$ cat config.mk
export PLATFORM = sky130hd
export DESIGN_NAME = alu_result_reg
export DESIGN_NICKNAME = d
export VERILOG_FILES = /design/src/rtl/alu_result_reg.sv
export SDC_FILE = /design/constraint.sdc
export NUM_CORES = 1
export LEC_CHECK = 0
export ABC_AREA = 1
export BUFFER_PORTS_ARGS = -buffer_cell sky130_fd_sc_hd__buf_2
export CAP_MARGIN = 20
export CORE_MARGIN = 2
export CORE_UTILIZATION = 43
export DETAILED_ROUTE_END_ITERATION = 16
export GPL_TIMING_DRIVEN = 0
export PLACE_DENSITY = 0.85
export SLEW_MARGIN = 30
export SYNTH_ARGS = -nofsm -noshare
export SYNTH_HDL_FRONTEND = slang
export SYNTH_SLANG_ARGS = --single-unit
$ cat constraint.sdc
create_clock -name clk -period 1.8 [get_ports clk]
set_input_delay 0.36 -clock clk [delete_from_list [all_inputs] [get_ports clk]]
set_output_delay 0.36 -clock clk [all_outputs]
set_load 0.02 [all_outputs]
$ cat src/rtl/alu_result_reg.sv
// Result register behind the 8-bit ALU, with synchronized capture and scroll buttons.
// Define ALU_HIST_EN to add the scrollable ring-buffer history of captured results.
module alu_result_reg #(
  parameter int WIDTH       = 8,
  parameter int DEPTH       = 4,
  parameter int SYNC_STAGES = 2,
  localparam int IDX_W      = $clog2(DEPTH),
  localparam int CNT_W      = IDX_W + 1
) (
  input  logic             clk,
  input  logic             reset,
  input  logic [WIDTH-1:0] alu_in,
  input  logic             key_n,
  input  logic             scroll_n,
  input  logic             clear,
  output logic [WIDTH-1:0] q,
  output logic             cap_pulse,
  output logic [WIDTH-1:0] hist_q,
  output logic [IDX_W-1:0] hist_idx,
  output logic [CNT_W-1:0] count,
  output logic             full
);

  logic [SYNC_STAGES-1:0] key_sync_q, key_sync_d;
  logic                   key_edge_q, key_edge_d;
  logic                   cap_q, cap_d;
  logic [WIDTH-1:0]       q_q, q_d;

  // Sync and edge flops reset to "pressed" so a key held through reset never fires.
  always_comb begin
    key_sync_d = {key_sync_q[SYNC_STAGES-2:0], key_n};
    key_edge_d = key_sync_q[SYNC_STAGES-1];
    cap_d      = key_edge_q & ~key_sync_q[SYNC_STAGES-1];
    q_d        = cap_q ? alu_in : q_q;
  end

  always_ff @(posedge clk) begin
    if (reset) begin
      key_sync_q <= '0;
      key_edge_q <= 1'b0;
      cap_q      <= 1'b0;
      q_q        <= '0;
    end else begin
      key_sync_q <= key_sync_d;
      key_edge_q <= key_edge_d;
      cap_q      <= cap_d;
      q_q        <= q_d;
    end
  end

  assign q         = q_q;
  assign cap_pulse = cap_q;

`ifdef ALU_HIST_EN
  logic [SYNC_STAGES-1:0] scr_sync_q, scr_sync_d;
  logic                   scr_edge_q, scr_edge_d;
  logic                   scr_q, scr_d;
  logic [WIDTH-1:0]       mem_q [DEPTH];
  logic [WIDTH-1:0]       mem_d [DEPTH];
  logic [IDX_W-1:0]       wr_ptr_q, wr_ptr_d;
  logic [IDX_W-1:0]       hist_idx_q, hist_idx_d;
  logic [CNT_W-1:0]       count_q, count_d;
  logic [IDX_W-1:0]       rd_ptr;

  always_comb begin
    scr_sync_d = {scr_sync_q[SYNC_STAGES-2:0], scroll_n};
    scr_edge_d = scr_sync_q[SYNC_STAGES-1];
    scr_d      = scr_edge_q & ~scr_sync_q[SYNC_STAGES-1];
  end

  // Priority clear > capture > scroll; a clear with a capture refills slot 0.
  always_comb begin
    mem_d      = mem_q;
    wr_ptr_d   = wr_ptr_q;
    count_d    = count_q;
    hist_idx_d = hist_idx_q;
    if (clear) begin
      wr_ptr_d   = '0;
      count_d    = '0;
      hist_idx_d = '0;
      if (cap_q) begin
        mem_d[0] = alu_in;
        wr_ptr_d = IDX_W'(1);
        count_d  = CNT_W'(1);
      end
    end else if (cap_q) begin
      mem_d[wr_ptr_q] = alu_in;
      wr_ptr_d        = wr_ptr_q + IDX_W'(1);
      hist_idx_d      = '0;
      if (count_q != CNT_W'(DEPTH))
        count_d = count_q + CNT_W'(1);
    end else if (scr_q && count_q != '0) begin
      if (({1'b0, hist_idx_q} + CNT_W'(1)) == count_q)
        hist_idx_d = '0;
      else
        hist_idx_d = hist_idx_q + IDX_W'(1);
    end
  end

  always_ff @(posedge clk) begin
    if (reset) begin
      scr_sync_q <= '0;
      scr_edge_q <= 1'b0;
      scr_q      <= 1'b0;
      wr_ptr_q   <= '0;
      hist_idx_q <= '0;
      count_q    <= '0;
      for (int i = 0; i < DEPTH; i++) mem_q[i] <= '0;
    end else begin
      scr_sync_q <= scr_sync_d;
      scr_edge_q <= scr_edge_d;
      scr_q      <= scr_d;
      wr_ptr_q   <= wr_ptr_d;
      hist_idx_q <= hist_idx_d;
      count_q    <= count_d;
      for (int i = 0; i < DEPTH; i++) mem_q[i] <= mem_d[i];
    end
  end

  // Newest entry sits just behind the write pointer.
  assign rd_ptr = wr_ptr_q - IDX_W'(1) - hist_idx_q;

  always_comb begin
    hist_q = '0;
    if (count_q != '0) hist_q = mem_q[rd_ptr];
  end

  assign hist_idx = hist_idx_q;
  assign count    = count_q;
  assign full     = (count_q == CNT_W'(DEPTH));
`else
  logic have_cap_q, have_cap_d;
  logic unused_inputs;

  assign have_cap_d    = have_cap_q | cap_q;
  assign unused_inputs = scroll_n ^ clear;

  always_ff @(posedge clk) begin
    if (reset) have_cap_q <= 1'b0;
    else       have_cap_q <= have_cap_d;
  end

  assign hist_q   = q_q;
  assign hist_idx = '0;
  assign count    = {{IDX_W{1'b0}}, have_cap_q};
  assign full     = 1'b0;
`endif

endmodule

==> impl_metrics.sql, run 1 <==
INSERT INTO impl_metrics (metric_group, metric, value, unit) VALUES
('synth', 'synth.avg_cell_area', '7.26', 'sq um'),
('die', 'dieWidth', '41.0', 'um'),
('critical_path', 'setup.worst_path.start', 'hist_q[0]$_SDFFE_PP0P_', ''),
('global_routing', 'grt_start_max_net_pins', '11', ''),
('critical_path', 'critical_path.endpoint', 'q[0]', ''),
('critical_path', 'worstSetupEndpointType', 'output port', ''),
('cts', 'post_cts_resized', '0', ''),
('critical_path', 'worstSetupPathType', 'reg -> out', ''),
('critical_path', 'critPathMaxStageDelay', '0.36', 'ns'),
('critical_path', 'worst-path-max-fanout', '3', ''),
('synth', 'synth_top_family_by_area', 'buffers and inverters', ''),
('synth', 'synth.area.mux_share', '0', '%'),
('timing', 'finalClockSkew', '0.00210', 'ns'),
('timing', 'finalWorstPathRequiredPeriod', '1.25', 'ns'),
('final_layout', 'design.final.nets', '131', ''),
('route', 'drtAntennaViolNets', '0', ''),
('timing', 'final-hold-violation-count', '0', ''),
('timing', 'period_share', '69.6', '%'),
('synth', 'unique_cell_type_count_in_the_yosys_netlist', '9', ''),
('min_path', 'hold_class', 'in -> reg', ''),
('cts', 'clock_latency_on_the_worst_skew_pair', '0.28', 'ns'),
('critical_path', 'gate_family_responsible_for_the_most_delay_along_the_worst_path', 'flip-flops', ''),
('final_layout', 'finalNonFillerCells', '132', ''),
('cts', 'htreeDepth', '1', ''),
('die', 'initial_core_util', '45.8', '%'),
('synth', 'synth_sequential_area_ratio', '44.3', '%'),
('power_and_ir_drop', 'comb_power_share', '13.7', '%'),
('final_layout', 'drive_gt1_share', '42.7', '%'),
('die', 'num_rows', '13', ''),
('timing', 'finalSetupViolations', '0', ''),
('timing', 'finalMaxSlewViolations', '0', ''),
('power_and_ir_drop', 'intPower', '411', 'uW'),
('final_layout', 'fillerInstances', '130', ''),
('place', 'place_worst_setup_slack', '0.849', 'ns'),
('route', 'initialDrtViolationCount', '6', ''),
('place', 'routability_cong', '0.641', ''),
('global_routing', 'grt.total_usage', '14.4', '%'),
('power_and_ir_drop', 'switching_power', '141', 'uW'),
('place', 'port_buffers', '28', ''),
('global_routing', 'grt_overflow_total', '0', ''),
('cts', 'cts_sinks', '13', ''),
('global_routing', 'grt_pass1_vias', '395', ''),
('die', 'design.die.area', '0.00168', 'sq mm'),
('power_and_ir_drop', 'vdd_ir_drop_max', '0.539', 'mV'),
('global_routing', 'antenna_found_initial', '0', ''),
('critical_path', 'worstSetupStartpointType', 'register', ''),
('die', 'core-area', '0.00128', 'sq mm'),
('place', 'dp_hpwl', '753', 'um'),
('die', 'floorplan.io_pins', '36', ''),
('die', 'die-height', '41.0', 'um'),
('cts', 'clkSlewWorstSetupHoldPaths', '0.08', 'ns'),
('critical_path', 'cp.buffers_inverters', '2', ''),
('final_layout', 'sequential_cell_area', '260', 'sq um'),
('synth', 'yosys.area_share.adder', '0', '%'),
('power_and_ir_drop', 'pwr_density_cell', '699', 'mW/mm^2'),
('timing', 'layout_setup_ws', '0.548', 'ns'),
('cts', 'cts_hold_buffers', '0', ''),
('route', 'total_drc_errors_in_the_routed_layout', '0', ''),
('critical_path', 'regToRegSetupSlack', '0.92', 'ns'),
('synth', 'yosys.area_share.simple', '25.7', '%'),
('critical_path', 'crit_arrival', '0.89', 'ns'),
('route', 'routed_wl', '946', 'um'),
('cts', 'cts_setup_buffers', '0', ''),
('synth', 'synth_cells', '81', ''),
('route', 'num_vias', '523', ''),
('critical_path', 'crit-reg2reg-capture', 'hist_q[4]$_SDFFE_PP0P_', ''),
('cts', 'cts_tree', 'yes', ''),
('route', 'wl_per_cell', '7.17', 'um'),
('outcome', 'run_status', 'finished clean', ''),
('route', 'detail_route.first_pass.iterations', '4', ''),
('critical_path', 'critical_path_top_delay_cell', 'dfxtp_1', '');
## cell usage after synthesis
| cell type | number | share of area, % |
|---|---|---|
| nor2_1 | 21 | 13 |
| nand2_1 | 16 | 10 |
| nand2_2 | 1 | 1.1 |
| nor2_2 | 1 | 1.1 |
| dfxtp_1 | 13 | 44 |
| conb_1 | 1 | 0.64 |
| buf_6 | 2 | 3.8 |
| inv_1 | 12 | 7.7 |
| buf_4 | 14 | 18 |
## stage by stage
step	hold slack [ns]	total power [uW]	instance area [sq um]
after floorplan	0.388	358	603
after global placement	0.394	379	762
after detailed placement	0.399	381	762
after CTS	0.270	563	790
after global routing	0.260	593	790
final	0.281	552	790
## layout by cell type (no fill, tap or decap), drive strengths merged
cell    Yosys  layout
inv        12      12
buf        16      44
clkbuf      0       3
clkinv      0       1
nor2       22      22
conb        1       5
nand2      17      17
dfxtp      13      13
## per-layer routing
layer / GRT usage [%] / wire length, um / up-vias
met5: 0 / 0 / -
li1: - / - / 282
met2: 23.8 / 449 / 21
met4: 9.17 / 6 / 0
met1: 12.3 / 380 / 218
met3: 9.78 / 110 / 2
## cells by family (layout without fill, tap and decap cells)
kind of cell           after synthesis  after routing
AND/OR/NAND/NOR                     39             39
buffers and inverters               28             60
flip-flops                          13             13
other                                1              5
## registers in the layout (all words and copies together), names as in the netlist
register    cells
key_sync_q      2
key_edge_q      1
have_cap_q      1
hist_q          8
cap_pulse       1
## power by group through the flow
stage,logic (uW),clock network (uW),registers [uW]
after floorplan,48.6,0,310
after global placement,74.6,0,305
after detailed placement,76.0,0,305
after CTS,76.3,189,298
after global routing,85.0,209,299
final,75.6,178,298
## area by class of cell
class                      instances  share of cell area, %
sequential                        13                   33.0
multi-input combinational         44                   21.6
timing repair buffer              28                   17.7
buffer                            16                   16.2
inverter                          12                   5.71
clock buffer                       3                   2.85
tap                               15                   2.38
clock inverter                     1                  0.634
## worst register-to-register path, delay by kind of cell (launching register included)
family | cells | cell delay (ns)
buffers and inverters | 2 | 0.28
flip-flops | 1 | 0.36
AND/OR/NAND/NOR | 3 | 0.16
## worst min path at each step
| stage | start | to | cells past startpoint |
|---|---|---|---|
| global placement | key_sync_q[0]$_SDFF_PP0_ | key_sync_q[1]$_SDFF_PP0_ | 2 |
| detailed placement | key_sync_q[0]$_SDFF_PP0_ | key_sync_q[1]$_SDFF_PP0_ | 2 |
| finish | key_n | key_sync_q[0]$_SDFF_PP0_ | 3 |
| floorplan | key_sync_q[0]$_SDFF_PP0_ | key_sync_q[1]$_SDFF_PP0_ | 2 |
| CTS | key_n | key_sync_q[0]$_SDFF_PP0_ | 3 |
| global route | key_n | key_sync_q[0]$_SDFF_PP0_ | 3 |
Power figures use the tool's default switching activity.
==> inputs of run 2 (changes only) <==
Settings changed: CORE_UTILIZATION 43 to 40, PLACE_DENSITY 0.85 to 0.8.
Clock period 1.8 ns to 1.3 ns, I/O delays scaled along.
==> run 2 against run 1 <==
Compared with the run above: first-iteration DRC count fell by 33%; total power is 39% higher; sequential power grew 39%; combinational power increased by 39%; wire length is 4.9% higher; setup slack got worse by 0.42 ns; die area rose by 6.7%; count of clock-buffer cells in the layout increased by 1; non-clock buffer count stayed put; clock skew grew 0.0051 ns; worst hold slack worse by 0.094 ns; highest routed layer unchanged.
==> impl_metrics.sql, run 2 (synthesized netlist as in run 1, its figures left out) <==
INSERT INTO impl_metrics (metric_group, metric, value, unit) VALUES
('outcome', 'run_status', 'finished clean', ''),
('route', 'total_drc_errors_in_the_routed_layout', '0', ''),
('min_path', 'timing.hold.worst_path_depth', '3', ''),
('timing', 'max_freq', '853', 'MHz'),
('critical_path', 'timing.rr.start', 'cap_pulse$_SDFF_PP0_', ''),
('critical_path', 'crit_arrival', '0.91', 'ns'),
('min_path', 'hold_path_startpoint', 'key_n', ''),
('timing', 'final-hold-violation-count', '0', ''),
('global_routing', 'antenna_found_initial', '0', ''),
('die', 'num_rows', '13', ''),
('die', 'dieWidth', '42.3', 'um'),
('cts', 'clk_path_buf_depth', '2', ''),
('die', 'core-area', '0.00133', 'sq mm'),
('final_layout', 'sequential_cell_area', '260', 'sq um'),
('critical_path', 'crit-reg2reg-capture', 'hist_q[4]$_SDFFE_PP0P_', ''),
('critical_path', 'critical_path_top_delay_cell', 'dfxtp_1', ''),
('critical_path', 'worstSetupEndpointType', 'output port', ''),
('critical_path', 'worstSetupStartpointType', 'register', ''),
('route', 'detail_route.first_pass.iterations', '4', ''),
('cts', 'cts-buffers-inserted', '3', ''),
('critical_path', 'gate_family_responsible_for_the_most_delay_along_the_worst_path', 'flip-flops', ''),
('critical_path', 'worst-path-max-fanout', '3', ''),
('timing', 'grt_setup_unrepaired', 'no', ''),
('die', 'initial_core_util', '44.1', '%'),
('power_and_ir_drop', 'pwr_density_cell', '972', 'mW/mm^2'),
('die', 'die-height', '42.3', 'um'),
('power_and_ir_drop', 'power.static_leakage', '0.000486', 'uW'),
('global_routing', 'grt_overflow_total', '0', ''),
('place', 'port_buffers', '28', ''),
('final_layout', 'drive_gt1_share', '41.9', '%'),
('final_layout', 'most_used_cells_in_the_layout_excluding_fill_and_tap_cells', '28 x buf_2, 21 x nor2_1, 16 x nand2_1', ''),
('final_layout', 'design.final.nets', '131', ''),
('route', 'wl_per_cell', '7.52', 'um'),
('timing', 'period_share', '90.2', '%'),
('timing', 'finalWorstPathRequiredPeriod', '1.17', 'ns'),
('critical_path', 'ff2ff_path_depth', '5', ''),
('timing', 'layout_setup_ws', '0.128', 'ns'),
('route', 'vias_per_cell', '3.81', ''),
('cts', 'cts_sinks', '13', ''),
('place', 'place_worst_setup_slack', '0.434', 'ns'),
('cts', 'cts_tree', 'yes', ''),
('cts', 'clkSlewWorstSetupHoldPaths', '0.08', 'ns'),
('final_layout', 'multi_input_area', '170', 'sq um'),
('route', 'drtAntennaViolNets', '0', ''),
('timing', 'finalSetupViolations', '0', ''),
('cts', 'clock_latency_on_the_worst_skew_pair', '0.28', 'ns'),
('min_path', 'hold_class', 'in -> reg', ''),
('final_layout', 'mostFrequentLayoutCell', 'buf_2', ''),
('final_layout', 'antenna_cells_inserted', '0', ''),
('route', 'initialDrtViolationCount', '4', ''),
('critical_path', 'setup.worst_path.start', 'hist_q[6]$_SDFFE_PP0P_', ''),
('route', 'routed_wl', '992', 'um'),
('final_layout', 'fillerInstances', '137', ''),
('power_and_ir_drop', 'vdd_ir_drop_max', '0.582', 'mV'),
('cts', 'cts_setup_buffers', '0', ''),
('global_routing', 'wire_length_of_the_first_global_routing_pass', '1580', 'um'),
('global_routing', 'grt.total_usage', '12.0', '%'),
('place', 'dp_hpwl', '747', 'um'),
('job', 'max_cap_violations', '0', ''),
('cts', 'htreeDepth', '1', ''),
('timing', 'finalMaxSlewViolations', '0', ''),
('timing', 'finalClockSkew', '0.00717', 'ns'),
('cts', 'root_buffer', 'clkbuf_4', ''),
('route', 'num_vias', '503', ''),
('cts', 'cts_hold_buffers', '0', ''),
('global_routing', 'grt_start_max_net_pins', '11', ''),
('die', 'design.die.area', '0.00179', 'sq mm'),
('final_layout', 'flow.area_growth_from_synthesis', '34.0', '%'),
('die', 'floorplan.io_pins', '36', ''),
('global_routing', 'grt_pass1_vias', '369', ''),
('final_layout', 'largest_register_ff_count', '8', ''),
('critical_path', 'worstSetupPathType', 'reg -> out', ''),
('critical_path', 'regToRegSetupSlack', '0.44', 'ns'),
('place', 'routability_cong', '0.639', ''),
('cts', 'post_cts_resized', '0', ''),
('min_path', 'hold_path_end', 'key_sync_q[0]$_SDFF_PP0_', ''),
('critical_path', 'required', '1.04', 'ns'),
('critical_path', 'crit_chain', 'buf_4 > buf_2', ''),
('timing', 'setup_tns', '0', 'ns'),
('critical_path', 'critPathMaxStageDelay', '0.37', 'ns'),
('critical_path', 'cp.buffers_inverters', '2', '');
==> run 2: layout make-up <==
type / instances / area share, %
clock buffers: 4 / 3.33
well taps: 15 / 2.38
repair buffers: 28 / 17.8
inverters: 12 / 5.71
plain buffers: 16 / 16.2
flip-flops and latches: 13 / 33.0
multi-input cells: 44 / 21.6
==> run 2: worst max-delay path by stage <==
stage          slack, ns                      to  depth (start not counted)
6_report            0.13                    q[6]                          2
3_3_place_gp        0.45  hist_q[4]$_SDFFE_PP0P_                          5
3_5_place_dp        0.43                    q[6]                          2
5_1_grt             0.06                    q[6]                          2
2_1_floorplan       0.35  hist_q[4]$_SDFFE_PP0P_                          5
4_1_cts             0.12                    q[6]                          2
==> run 2: report_power, final <==
group          internal [uW]  switching, uW  total, uW
Sequential               408           4.88        413
Clock                    119            129        248
Combinational           46.9           58.4        105
==> run 2: per-stage QoR <==
stage	hold slack, ns	area (sq um)	power (uW)	util (%)	cells
after floorplan	0.331	603	496	-	85
after global placement	0.396	762	526	57.1	128
after detailed placement	0.403	762	528	57.1	128
after CTS	0.179	788	773	59.1	132
after global routing	0.205	788	809	59.1	132
final	0.187	788	766	59.1	132
==> run 2: routing by layer <==
metal / wire [um] / GRT usage [%] / vias to the layer above
li1: - / - / 281
met1: 453 / 15.1 / 193
met2: 404 / 15.7 / 26
met3: 118 / 7.76 / 3
met4: 15 / 5.63 / 0
met5: 0 / 0 / -
==> run 2: worst min-delay path, cell delays in order <==
cell and delay [ns]:
buf_2 0.08, inv_1 0.03, nor2_1 0.06
==> inputs of run 3 (changes only) <==
Settings changed: ABC_AREA 1 to not set, CORE_UTILIZATION 40 to 38, PLACE_DENSITY 0.8 to 0.79.
==> run 3 against run 2 <==
Compared with the run above: combinational power fell by 25%; critical path depth unchanged; wire length shrank 11%; setup slack improved by 0.034 ns; worst hold slack lost 0.0073 ns; non-clock buffer count stayed put; sequential cell count did not move; core utilization down 2.7 points; maximum frequency increased by 3.0%; first-iteration DRC count fell by 50%.
==> impl_metrics.sql, run 3 <==
INSERT INTO impl_metrics (metric_group, metric, value, unit) VALUES
('cts', 'root_buffer', 'clkbuf_4', ''),
('route', 'detail_route.first_pass.iterations', '2', ''),
('critical_path', 'worstSetupEndpointType', 'output port', ''),
('synth', 'synth_sequential_area_ratio', '48.7', '%'),
('final_layout', 'post-route-util', '56.4', '%'),
('route', 'initialDrtViolationCount', '2', ''),
('synth', 'unique_cell_type_count_in_the_yosys_netlist', '9', ''),
('final_layout', 'largest_register_ff_count', '8', ''),
('timing', 'finalWorstPathRequiredPeriod', '1.14', 'ns'),
('timing', 'max_freq', '879', 'MHz'),
('synth', 'yosys.area.top_type_share', '48.7', '%'),
('min_path', 'hold_class', 'in -> reg', ''),
('timing', 'grt_setup_unrepaired', 'no', ''),
('final_layout', 'antenna_cells_inserted', '0', ''),
('route', 'wl_per_cell', '8.54', 'um'),
('die', 'initial_core_util', '41.1', '%'),
('die', 'core-area', '0.00130', 'sq mm'),
('global_routing', 'grt_start_max_net_pins', '11', ''),
('critical_path', 'worst-path-max-fanout', '3', ''),
('global_routing', 'grt.total_usage', '11.7', '%'),
('final_layout', 'mostFrequentLayoutCell', 'buf_2', ''),
('synth', 'netlist_top_cells_count', '15 x buf_4, 13 x dfxtp_1, 10 x nor2_1, 8 x mux2i_1, 2 x and2b_1', ''),
('final_layout', 'flow.area_growth_from_synthesis', '37.5', '%'),
('place', 'routability_cong', '0.593', ''),
('final_layout', 'design.final.nets', '102', ''),
('route', 'drtAntennaViolNets', '0', ''),
('power_and_ir_drop', 'vdd_ir_drop_max', '0.592', 'mV'),
('cts', 'cts-buffers-inserted', '3', ''),
('cts', 'post_cts_resized', '0', ''),
('timing', 'finalClockSkew', '0.00541', 'ns'),
('critical_path', 'required', '1.04', 'ns'),
('timing', 'setup_tns', '0', 'ns'),
('final_layout', 'drive_gt1_share', '53.4', '%'),
('synth', 'synthDominantAreaCellType', 'dfxtp_1', ''),
('synth', 'synth.avg_cell_area', '10.3', 'sq um'),
('outcome', 'run_status', 'finished clean', ''),
('synth', 'ys_seq_elements', '13', ''),
('global_routing', 'grt_overflow_total', '0', ''),
('timing', 'layout_setup_ws', '0.162', 'ns'),
('cts', 'cts_hold_buffers', '0', ''),
('cts', 'cts_tree', 'yes', ''),
('final_layout', 'multi_input_area', '165', 'sq um'),
('global_routing', 'wire_length_of_the_first_global_routing_pass', '1520', 'um'),
('power_and_ir_drop', 'power.static_leakage', '0.000406', 'uW'),
('synth', 'synth.most_common_cell', 'buf_4', ''),
('route', 'total_drc_errors_in_the_routed_layout', '0', ''),
('die', 'floorplan.io_pins', '36', ''),
('die', 'die-height', '41.5', 'um'),
('route', 'num_vias', '412', ''),
('synth', 'yosysWarningCount', '0', ''),
('route', 'vias_per_cell', '4.00', ''),
('place', 'place_worst_setup_slack', '0.441', 'ns'),
('critical_path', 'crit_arrival', '0.88', 'ns'),
('power_and_ir_drop', 'totalPowerFinal', '731', 'uW'),
('timing', 'finalMaxSlewViolations', '0', ''),
('final_layout', 'most_used_cells_in_the_layout_excluding_fill_and_tap_cells', '28 x buf_2, 15 x buf_4, 13 x dfxtp_1', ''),
('cts', 'cts_sinks', '13', ''),
('synth', 'synth_cells', '52', ''),
('critical_path', 'worstSetupStartpointType', 'register', ''),
('place', 'port_buffers', '28', ''),
('synth', 'synth_top_cells_by_area', 'dfxtp_1 49%, buf_4 21%, mux2i_1 15%, nor2_1 7.0%, and2b_1 2.8%', ''),
('timing', 'final-hold-violation-count', '0', ''),
('final_layout', 'finalNonFillerCells', '103', ''),
('synth', 'synthArstFlopShare', '0', '%'),
('synth', 'synth_edf_count', '0', ''),
('cts', 'cts_setup_buffers', '0', ''),
('cts', 'clock_latency_on_the_worst_skew_pair', '0.27', 'ns'),
('critical_path', 'worstSetupPathType', 'reg -> out', ''),
('power_and_ir_drop', 'pwr_density_cell', '995', 'mW/mm^2'),
('place', 'place.detailed.instances', '99', ''),
('synth', 'mappedNetlistArea', '534', 'sq um'),
('final_layout', 'fillerInstances', '133', ''),
('cts', 'htreeDepth', '1', ''),
('die', 'dieWidth', '41.5', 'um'),
('global_routing', 'grt_pass1_vias', '382', ''),
('die', 'num_rows', '13', ''),
('global_routing', 'antenna_found_initial', '0', ''),
('die', 'design.die.area', '0.00172', 'sq mm'),
('cts', 'clk_path_buf_depth', '2', ''),
('timing', 'period_share', '87.5', '%'),
('timing', 'finalSetupViolations', '0', ''),
('job', 'max_cap_violations', '0', ''),
('route', 'routed_wl', '880', 'um'),
('synth', 'synth_ff_type', 'dfxtp_1', ''),
('cts', 'clkSlewWorstSetupHoldPaths', '0.08', 'ns'),
('final_layout', 'sequential_cell_area', '260', 'sq um');
run 3: changes by cell type in the layout (fill, tap and decap cells not counted), sizes merged:
cell | previous run | this run
and2b | 0 | 2
inv | 12 | 0
mux2i | 0 | 8
nand2 | 17 | 0
nor2 | 22 | 10
nor2b | 0 | 1
nor3b | 0 | 1
run 3: area by class of cell:
type,count,area share (%)
sequential,13,35.4
clock buffer,4,3.58
tap,15,2.56
multi-input combinational,27,22.5
timing repair buffer,28,19.1
buffer,16,16.9
run 3: through the flow:
step	hold slack [ns]	instance area, sq um
6_report	0.180	734
5_1_grt	0.184	734
4_1_cts	0.173	734
3_5_place_dp	0.422	708
3_3_place_gp	0.403	708
2_1_floorplan	0.332	549
run 3: routing by layer:
| layer | up-vias | track usage [%] | wire length [um] |
|---|---|---|---|
| li1 | 218 | - | - |
| met5 | - | 0 | 0 |
| met4 | 0 | 7.74 | 0 |
| met2 | 24 | 18.8 | 394 |
| met1 | 170 | 12.8 | 383 |
| met3 | 0 | 4.35 | 103 |
run 3: final timing paths:
| check | startpoint | endpoint | slack (ns) | cells past startpoint |
|---|---|---|---|---|
| worst min register to register | key_sync_q[1]$_SDFF_PP0_ | cap_pulse$_SDFF_PP0_ | 0.43 | 1 |
| worst max-delay path | hist_q[5]$_SDFFE_PP0P_ | q[5] | 0.16 | 2 |
| worst max register to register | cap_pulse$_SDFF_PP0_ | hist_q[0]$_SDFFE_PP0P_ | 0.44 | 3 |
| worst min-delay path | reset | key_sync_q[1]$_SDFF_PP0_ | 0.18 | 2 |
run 3: logic make-up after synthesis:
group,after synthesis,share of synthesized area [%]
and+or+nand+nor,14,12.4
DFF,13,48.7
buffers and inverters,16,23.2
muxes,8,15.0
other,1,0.702
run 3: power breakdown:
part / leakage [uW] / internal (uW) / switching (uW)
logic: 0.000286 / 38.8 / 40.3
registers: 0.000105 / 406 / 3.45
clock network: 0.0000150 / 119 / 124
total: 0.000406 / 563 / 168
run 3: worst max-delay path, cell delays in order (launching register included):
cell and delay (ns):
dfxtp_1 0.35, buf_4 0.11, buf_2 0.14
